[config.mk]
export PLATFORM = sky130hd
export DESIGN_NAME = demux3_router
export DESIGN_NICKNAME = d
export VERILOG_FILES = /design/src/rtl/demux3_pkg.sv /design/src/rtl/demux3_router_fifo.sv /design/src/rtl/demux3_router.sv
export SDC_FILE = /design/constraint.sdc
export NUM_CORES = 1
export LEC_CHECK = 0
export CAP_MARGIN = 20
export CORE_ASPECT_RATIO = 0.7
export CORE_MARGIN = 1
export CORE_UTILIZATION = 40
export CTS_CLUSTER_DIAMETER = 30
export DETAILED_ROUTE_END_ITERATION = 10
export PLACE_DENSITY_LB_ADDON = 0.2
export SETUP_SLACK_MARGIN = 0.15
export SYNTH_ARGS = -nofsm -noshare
export SYNTH_HDL_FRONTEND = slang
export SYNTH_SLANG_ARGS = --single-unit
[constraint.sdc]
create_clock -name clk -period 5.2 [get_ports clk]
set_input_delay 1.04 -clock clk [delete_from_list [all_inputs] [get_ports clk]]
set_output_delay 1.04 -clock clk [all_outputs]
set_load 0.01 [all_outputs]
[src/rtl/demux3_pkg.sv]
// Route codes shared by the scatter router and the 3-input result selectors.
package demux3_pkg;

  localparam logic [1:0] SEL_A    = 2'b00;
  localparam logic [1:0] SEL_B    = 2'b01;
  localparam logic [1:0] SEL_C    = 2'b10;
  localparam logic [1:0] SEL_DROP = 2'b11;

  localparam int NUM_DEST = 3;

  typedef enum logic [1:0] {
    RT_A    = SEL_A,
    RT_B    = SEL_B,
    RT_C    = SEL_C,
    RT_DROP = SEL_DROP
  } route_t;

  // One-hot destination for a route code; the drop code maps to no destination.
  function automatic logic [NUM_DEST-1:0] route_onehot(input route_t r);
    logic [NUM_DEST-1:0] oh;
    oh = '0;
    case (r)
      RT_A:    oh = 3'b001;
      RT_B:    oh = 3'b010;
      RT_C:    oh = 3'b100;
      default: oh = '0;
    endcase
    return oh;
  endfunction

endpackage

[src/rtl/demux3_router_fifo.sv]
// Per-destination FIFO: circular buffer with count-based full/empty.
// Storage is cleared on reset so the head reads zero afterwards.
module route_fifo #(
  parameter int WIDTH = 18,
  parameter int DEPTH = 2
) (
  input  logic             clk,
  input  logic             rst,
  input  logic             push,
  input  logic [WIDTH-1:0] push_data,
  input  logic             pop,
  output logic             full,
  output logic             empty,
  output logic [WIDTH-1:0] head_data
);

  localparam int AW = (DEPTH > 1) ? $clog2(DEPTH) : 1;
  localparam logic [AW:0] FULL_CNT = (AW+1)'(DEPTH);

  logic [DEPTH-1:0][WIDTH-1:0] mem;
  logic [AW-1:0]               wr_ptr;
  logic [AW-1:0]               rd_ptr;
  logic [AW:0]                 count;
  logic                        do_push;
  logic                        do_pop;

  // Full/empty come from the pre-edge count, so a same-cycle pop never frees a slot for a push.
  assign full      = (count == FULL_CNT);
  assign empty     = (count == '0);
  assign do_push   = push && !full;
  assign do_pop    = pop && !empty;
  assign head_data = mem[rd_ptr];

  // Pointers wrap naturally since DEPTH is a power of two.
  always_ff @(posedge clk) begin
    if (rst) begin
      mem    <= '0;
      wr_ptr <= '0;
      rd_ptr <= '0;
      count  <= '0;
    end else begin
      if (do_push) begin
        mem[wr_ptr] <= push_data;
        wr_ptr      <= wr_ptr + 1'b1;
      end
      if (do_pop) rd_ptr <= rd_ptr + 1'b1;
      case ({do_push, do_pop})
        2'b10:   count <= count + 1'b1;
        2'b01:   count <= count - 1'b1;
        default: count <= count;
      endcase
    end
  end

endmodule

[src/rtl/demux3_router.sv]
// 1-to-3 scatter router: steers each accepted word into the FIFO named by
// its route code; code 11 is consumed and counted as a drop.
module demux3_router
  import demux3_pkg::*;
#(
  parameter int WIDTH = 18,
  parameter int DEPTH = 2,
  parameter int CNT_W = 8
) (
  input  logic             clk,
  input  logic             rst,
  input  logic             in_valid,
  output logic             in_ready,
  input  logic [WIDTH-1:0] in_data,
  input  logic [1:0]       in_sel,
  output logic             a_valid,
  input  logic             a_ready,
  output logic [WIDTH-1:0] a_data,
  output logic             b_valid,
  input  logic             b_ready,
  output logic [WIDTH-1:0] b_data,
  output logic             c_valid,
  input  logic             c_ready,
  output logic [WIDTH-1:0] c_data,
  output logic [CNT_W-1:0] drop_count,
  output logic             busy
);

  logic [NUM_DEST-1:0]            sel_hit;
  logic [NUM_DEST-1:0]            push_v;
  logic [NUM_DEST-1:0]            pop_v;
  logic [NUM_DEST-1:0]            full_v;
  logic [NUM_DEST-1:0]            empty_v;
  logic [NUM_DEST-1:0]            ready_v;
  logic [NUM_DEST-1:0][WIDTH-1:0] head_v;
  logic                           accept;
  route_t                         route;

  assign route   = route_t'(in_sel);
  assign sel_hit = route_onehot(route);
  assign ready_v = {c_ready, b_ready, a_ready};

  // Ready depends only on the route code and FIFO occupancy, never on in_valid.
  always_comb begin
    in_ready = 1'b1;
    case (route)
      RT_A:    in_ready = !full_v[0];
      RT_B:    in_ready = !full_v[1];
      RT_C:    in_ready = !full_v[2];
      default: in_ready = 1'b1;
    endcase
  end

  assign accept = in_valid && in_ready;
  assign push_v = accept ? sel_hit : '0;
  assign pop_v  = ready_v & ~empty_v;

  for (genvar d = 0; d < NUM_DEST; d++) begin : g_dest
    route_fifo #(
      .WIDTH (WIDTH),
      .DEPTH (DEPTH)
    ) u_fifo (
      .clk       (clk),
      .rst       (rst),
      .push      (push_v[d]),
      .push_data (in_data),
      .pop       (pop_v[d]),
      .full      (full_v[d]),
      .empty     (empty_v[d]),
      .head_data (head_v[d])
    );
  end

  assign a_valid = !empty_v[0];
  assign b_valid = !empty_v[1];
  assign c_valid = !empty_v[2];
  assign a_data  = head_v[0];
  assign b_data  = head_v[1];
  assign c_data  = head_v[2];
  assign busy    = |(~empty_v);

  // Saturating count of accepted drop-code words.
  always_ff @(posedge clk) begin
    if (rst) begin
      drop_count <= '0;
    end else if (accept && (route == RT_DROP) && (drop_count != '1)) begin
      drop_count <= drop_count + 1'b1;
    end
  end

endmodule

### Word-level counts from Yosys, hierarchy flattened

Index checks and enable logic that the tools add are counted.
W data, S select, Z words.

| word-level totals | value |
|---|---|
| register bits after elaboration | 128 |
| output and inout bits | 67 |

| operators by class | value |
|---|---|
| add/sub/neg operators | 13 |
| $lt $le $gt $ge | 9 |
| equality and inequality tests | 13 |
| muxes and demuxes | 21 |
| bitwise gates (word level) | 2 |
| reduce and logical (&&, ||, !) cells | 26 |

Operator list:

| kind | count |
|---|---|
| $mux W18 | 9 |
| $bwmux W36 | 3 |
| $demux W18 S1 | 3 |
| $eq A2 B2 Y1 const B | 8 |
| $logic_and A1 B1 Y1 | 12 |
| $lt A1 B2 Y1 const B | 6 |
| $pmux W2 S2 | 3 |
| $pmux W3 S3 | 1 |
| $add A8 B1 Y8 const B | 1 |
| $eq A2 B1 Y1 const B | 4 |
| $logic_not A2 Y1 | 4 |
| $ne A8 B8 Y1 const B | 1 |
| $add A1 B1 Y1 const B | 6 |
| $add A2 B1 Y2 const B | 3 |
| $logic_not A1 Y1 | 6 |
| $reduce_bool A2 Y1 | 3 |
| $sub A2 B1 Y2 const B | 3 |
| $and A3 B3 Y3 | 1 |
| $ge A1 B1 Y1 const B | 3 |
| $mux W3 | 1 |
| $not A3 Y3 | 1 |
| $pmux W1 S3 | 1 |
| $reduce_or A3 Y1 | 1 |

### Logic depth before layout (Yosys ltp)

Gate-level depths: netlist of the first run.

| depth | value |
|---|---|
| depth after elaboration | 8 |
| gate-level depth with buffers | 6 |

### Cells and area by module

From an unflattened synthesis of the first run, not the netlist that was laid out.

| unflattened totals | value |
|---|---|
| cell total of the unflattened synthesis | 668 |
| area total of the unflattened synthesis | 6306.0 um^2 |

By module, submodules not included:

| module | instances | cells an instance | area each (um^2) | seq. area each (um^2) |
|---|---|---|---|---|
| route_fifo | 3 | 202 | 1941.9 | 800.8 |
| demux3_router | 1 | 62 | 480.5 | 160.2 |

### Worst setup path after synthesis of the first run

No wires, ideal clock.

| path | value |
|---|---|
| path kind | in2out |
| from | input in_sel[0] |
| to | output in_ready |
| data arrival time | 1.509 ns |
| required time | 4.160 ns |
| setup slack | 2.651 ns |
| stages | 2 |
| buffers on the path | 1 |
| cells stage by stage | buf_2 -> o21ai_0 |

| on the way | value |
|---|---|
| longest elaborated chain between the ends | 2 |
| elaborated cells between the ends (all ways) | 4 |
| classes of those cells | 2 x eq/ne; 1 x mux; 1 x reduce/logical |

Ends and longest elaborated chain:

| what | RTL line | source |
|---|---|---|
| start, declared | demux3_router.sv:15 | `input logic [1:0] in_sel,` |
| $eq A2 B2 Y1, or another cell as far along | demux3_router.sv:46 | `case (route)` |
| $pmux W1 S3 (*) | demux3_router.sv:46 |  |
| end, declared | demux3_router.sv:13 | `output logic in_ready,` |

Mark *: on every way between the ends. The rest lies on a longest branch, timed or not.

### Final worst setup path of the first run

Ends and elaborated chain as after synthesis.

==> impl_metrics.ini, run 1 <==
[clock_tree]
cts.sinks = 128
cts_tree = built
clk_path_buf_depth = 2
cts_inserted_buffers = 17
ctsResizeCount = 0
htreeDepth = 4
cts.clk_slew.worst_paths_ns = 0.05
cts_hold_buf = 0
clk_latency_ns = 0.40
cts_setup_buffers = 0
cts_root_buf = clkbuf_16

[layout]
postLayoutCoreUtil = 0.5377
nets = 694
area_growth_pct = 30.91
insertedDiodeCount = 0
drive_gt1_frac = 0.1433
finalInstanceArea_sq_um = 7064

[synthesis]
synth_top_family_by_area = multiplexers
seq_area_frac_synth = 0.4748
synthMuxAreaShare = 0.2166
synth_xor_xnor_area_share = 0.02110
synthesis.area_sq_um = 5396
syn-num-nets = 613
synth_cell_types = 30
synthFlopType = dfxtp_1
synth_compound_area_frac = 0.06863
synth-adder-area-share = 0.009274
synth_top_cell_by_area = dfxtp_1
syn_inst = 583
synth.avg_cell_area_sq_um = 9.256
ys_warn_count = 0
synth-edff-count = 0
synthTopCellsByArea = dfxtp_1 47%, mux2_2 11%, mux2i_1 10%
synth_top_area_frac = 0.4748
synth.most_common_cell = dfxtp_1
ys_async_sr_fraction = 0
ys_ff_latch = 128
synth_simple_gate_area_frac = 0.1785
ys_top_cells_by_count = 128 x dfxtp_1, 114 x nand2_1, 66 x nor2_1

[hold_path]
worstHoldPathType = reg -> reg

[route]
vias = 4287
ant_nets = 0
wl_per_cell_microns = 16.31
drt-initial-drc-count = 261
route.detailed.drc = 0
first_pass_iters = 5
wl_mm = 13.75
vias_per_cell = 5.085

[critical_path]
path_cells = clkdlybuf4s50_1 -> o21ai_0 -> o21ai_0 -> clkdlybuf4s50_1
critPathTopFamily = buffers and inverters
rrSetupSlack_ns = 3.25
critical_path_class = in -> out
cp-start-kind = primary input
cp_slowest_cell = clkdlybuf4s50_1
end_kind = output port
cp_data_arrival_time_ns = 2.67
slowest_delay_ns = 0.81
worstPathRequired_ns = 4.16
cp_num_buf_inv = 2
path_max_fanout = 15

[grt]
busiest_layer = met2
grt_pass1_vias = 4168
antenna_found_initial = 0
grt_remaining_overflow = 0
grt_use_total = 0.2073
gr-usage-met3 = 0.04141
grt_pass1_wl_mm = 22.11
grt_use_met2 = 0.3058
grt_max_degree = 84
grt_use_met1 = 0.2988

[outcome]
status = finished, final reports clean

[floorplan]
dieHeight_microns = 99.18
start_util = 0.4108
dieWidth_microns = 140.8
ios = 93
fp.dieArea_sq_um = 13970
num_rows = 35
coreArea_sq_um = 13140

[timing]
fin_setup_tns_ns = 0
setup_viol = 0
drv_slew = 0
tightest_slew_ns = 1.049
relSlewSlack = 0.2995
finalHoldViolCount = 0
max_freq_mhz = 269.3
fin_worst_skew_ns = 0.008081
min_period_ns = 3.713
worst_slack_ns = 1.487
rsz0062_at_grt = false
post-route-period-util = 0.7141

[power_and_ir_drop]
max-vdd-ir-drop_mv = 0.2506
cellLeakagePower_uw = 0.002978
power_density_nw_per_um2 = 378.3
power_uw = 2672

[flow_run]
maxCapViolCount = 0

[place]
io_buffers = 92
dp_worst_setup_slack_ns = 1.484
dp_hpwl_mm = 8.857
place.gp.congestion = 0.7611
place_area_sq_um = 6377
-- stage by stage --
step	hold WS, ns	cells
after detailed placement	0.4470	808
after global placement	0.4384	808
final	0.4550	843
after CTS	0.4545	840
after floorplan	0.4338	583
after global routing	0.4706	843
-- flip-flops by register name, indices dropped and copies added, names as in the netlist --
register and count:
drop_count 8, g_dest.u_fifo.count 6, g_dest.u_fifo.mem 108, g_dest.u_fifo.rd_ptr 3, g_dest.u_fifo.wr_ptr 3
-- logic make-up after synthesis --
group                    Yosys count
flip-flops                       128
XOR/XNOR                          13
AO/OA/AOI/OAI                     73
adder cells (fa/ha/maj)            4
multiplexers                     110
AND/OR/NAND/NOR                  219
buffers and inverters             36
-- report_power, final --
| part | internal, uW | switching, uW |
|---|---|---|
| registers | 1020 | 57.2 |
| clock network | 873 | 422 |
| logic | 164 | 141 |
| total | 2050 | 621 |
-- cell type report --
type                       instances  area [sq um]
clock inverter                    11         185.2
timing repair buffer              98         982.2
fill                            1159          6073
sequential                       128          2562
clock buffer                      21         460.4
multi-input combinational        419          2666
tap                              166         207.7
-- metal layers --
metal | share of wire | wire length [microns]
met1 | 0.51 | 6946
met2 | 0.44 | 5997
met3 | 0.056 | 769
met4 | 0.0026 | 36
met5 | 0 | 0
-- worst min-delay path, stage by stage, from the launching register on --
cell,delay (ns)
dfxtp_1,0.30
nand2_1,0.05
a21oi_1,0.05
-- layout by cell type (no fill, tap or decap), types with 2 or more instances in the layout --
| master | count |
|---|---|
| xnor2_1 | 6 |
| bufinv_16 | 5 |
| clkdlybuf4s50_1 | 91 |
| and3_1 | 3 |
| xor2_1 | 7 |
| nand4b_1 | 2 |
| nor2_1 | 66 |
| buf_8 | 2 |
| mux2_2 | 54 |
| a21oi_1 | 62 |
| clkinvlp_4 | 2 |
| nand3_1 | 3 |
| dfxtp_1 | 128 |
| nor2b_1 | 2 |
| clkinv_2 | 4 |
| buf_4 | 4 |
| o21ai_0 | 9 |
| nor4_4 | 2 |
| nand2_1 | 114 |
| or4_1 | 2 |
| ha_1 | 4 |
| nand2b_1 | 4 |
| or2_2 | 3 |
| clkbuf_8 | 2 |
| clkbuf_1 | 2 |
| and2_1 | 3 |
| clkbuf_16 | 17 |
| mux2i_1 | 56 |
| nand4_1 | 4 |
| or3_1 | 8 |
| o211ai_1 | 2 |
-- path summary, 6_finish.rpt --
kind / startpoint / end / cells past startpoint
worst max-delay path: in_sel[0] / in_ready / 4
worst min-delay path: g_dest[1].u_fifo.mem[0] / g_dest[1].u_fifo.mem[0] / 2
worst max register to register: g_dest[2].u_fifo.count[1] / g_dest[2].u_fifo.mem[29] / 5
worst min register to register: g_dest[1].u_fifo.mem[0] / g_dest[1].u_fifo.mem[0] / 2
Note: power is estimated with default switching activity, not from simulation.
==> run 2, diff against run 1 <==
==> constraint.sdc (replaced) <==
create_clock -name clk -period 3.3 [get_ports clk]
set_input_delay 0.66 -clock clk [delete_from_list [all_inputs] [get_ports clk]]
set_output_delay 0.66 -clock clk [all_outputs]
set_load 0.01 [all_outputs]
==> run 2 against run 1 <==
  * First-iteration DRC count shrank 25%
  * Clock skew grew 0.0017 ns
  * Final area down 0.48%
  * Global-route usage is 0.31 points higher
  * Wire length increased by 0.53%
  * Total power is 51% higher
  * Clock power is 43% higher
  * Via count is the same
  * Core utilization is 0.26 points lower
  * Critical path depth decreased by 1
  * Sequential share of layout area up 0.17 points
  * Die area unchanged
==> impl_metrics.ini, run 2 (same netlist as run 1, synthesis figures left out) <==
[place]
place.gp.congestion = 0.7594
dp_hpwl_mm = 9.288
io_buffers = 92

[grt]
gr-usage-met3 = 0.05537
grt_pass1_wl_mm = 22.40
grt_pass1_vias = 4275
grt_remaining_overflow = 0
antenna_found_initial = 0
grt_max_degree = 66
grt_use_met1 = 0.2945
grt_use_total = 0.2105
grt_use_met2 = 0.3188
busiest_layer = met2

[power_and_ir_drop]
cellLeakagePower_uw = 0.002981
power_density_nw_per_um2 = 573.6
power_uw = 4033
max-vdd-ir-drop_mv = 0.4687

[timing]
fin_worst_skew_ns = 0.009743
fin_setup_tns_ns = 0
drv_slew = 0
tightest_slew_ns = 0.8095
relSlewSlack = 0.4603
post-route-period-util = 0.8641
setup_viol = 0
finalHoldViolCount = 0
rsz0062_at_grt = false
min_period_ns = 2.852
hold_ws_ns = 0.4501
max_freq_mhz = 350.7

[clock_tree]
htreeDepth = 4
clk_latency_ns = 0.41
ctsResizeCount = 0
cts.sinks = 128
cts_setup_buffers = 0
cts_tree = built
clk_path_buf_depth = 2
cts_root_buf = clkbuf_16
cts_hold_buf = 0
cts.clk_slew.worst_paths_ns = 0.05
cts_inserted_buffers = 17

[floorplan]
start_util = 0.4108
ios = 93
dieHeight_microns = 99.18
coreArea_sq_um = 13140
fp.dieArea_sq_um = 13970
dieWidth_microns = 140.8
num_rows = 35

[critical_path]
worstPathRequired_ns = 2.64
worstRegToRegCells = 4
cp_slowest_cell = dfxtp_1
path_cells = buf_4 -> mux2_2 -> clkdlybuf4s50_1
end_kind = output port
cp-start-kind = flop
critical_path_class = reg -> out
slowest_delay_ns = 0.61
cp_data_arrival_time_ns = 2.19
path_max_fanout = 11

[hold_path]
min_path_cells = 2
worstHoldPathType = reg -> reg

[flow_run]
maxCapViolCount = 0

[layout]
nets = 701
layout_common_cells = 128 x dfxtp_1, 114 x nand2_1, 91 x clkdlybuf4s50_1, 66 x nor2_1, 62 x a21oi_1
area_growth_pct = 30.28
largest_reg_flops = 108
largest-register = g_dest.u_fifo.mem
postLayoutCoreUtil = 0.5351
mostFrequentLayoutCell = dfxtp_1
insertedDiodeCount = 0
top_regs = g_dest.u_fifo.mem: 108 flops, drop_count: 8 flops, g_dest.u_fifo.count: 6 flops
drive_gt1_frac = 0.1466

[route]
vias = 4287
vias_per_cell = 5.055
ant_nets = 0
drt-initial-drc-count = 195
wl_per_cell_microns = 16.30
route.detailed.drc = 0
wl_mm = 13.82
first_pass_iters = 4

[outcome]
status = finished, final reports clean
-- run 2: cell count changes in the layout (fill, tap and decap cells not counted) --
cell	previous run	this run
buf_6	1	0
buf_4	4	14
clkinvlp_4	2	0
clkbuf_1	2	4
buf_8	2	0
bufinv_16	5	3
-- run 2: through the flow --
| stage | setup slack (ns) | cell area, sq um | std cells |
|---|---|---|---|
| floorplan | 1.224 | 5396 | 583 |
| global placement | 0.5875 | 6452 | 818 |
| detailed placement | 0.5797 | 6452 | 818 |
| CTS | 0.4233 | 7030 | 848 |
| global route | 0.3619 | 7030 | 848 |
| finish | 0.4485 | 7030 | 848 |
-- run 2: path summary, 6_finish.rpt --
path / from / endpoint / slack [ns]
worst min-delay path: g_dest[0].u_fifo.mem[8] / g_dest[0].u_fifo.mem[8] / 0.45
worst max register to register: g_dest[2].u_fifo.count[0] / g_dest[2].u_fifo.mem[12] / 1.47
worst min register to register: g_dest[0].u_fifo.mem[8] / g_dest[0].u_fifo.mem[8] / 0.45
worst max-delay path: g_dest[1].u_fifo.rd_ptr / b_data[17] / 0.45
-- run 2: final cells by class --
| class | instances | area, sq um |
|---|---|---|
| clock buffer | 23 | 467.9 |
| clock inverter | 7 | 110.1 |
| fill | 1167 | 6107 |
| multi-input combinational | 419 | 2666 |
| sequential | 128 | 2562 |
| tap | 166 | 207.7 |
| timing repair buffer | 105 | 1016 |
-- run 2: metal layers --
metal	part of all wire	vias up
met2	0.43	90
met5	0	-
met3	0.044	4
met1	0.52	2049
li1	-	2144
met4	0.0047	0
-- run 2: report_power, final --
part / switching (uW) / internal [uW] / leakage, uW
Combinational: 263 / 266 / 0.00166
Sequential: 49.7 / 1600 / 0.00104
Clock: 640 / 1210 / 0.000287
-- run 2: critical path: cells and delay by family (launching register included) --
kind / cells / cell delay, ns
flip-flops: 1 / 0.61
buffers and inverters: 2 / 0.83
multiplexers: 1 / 0.36
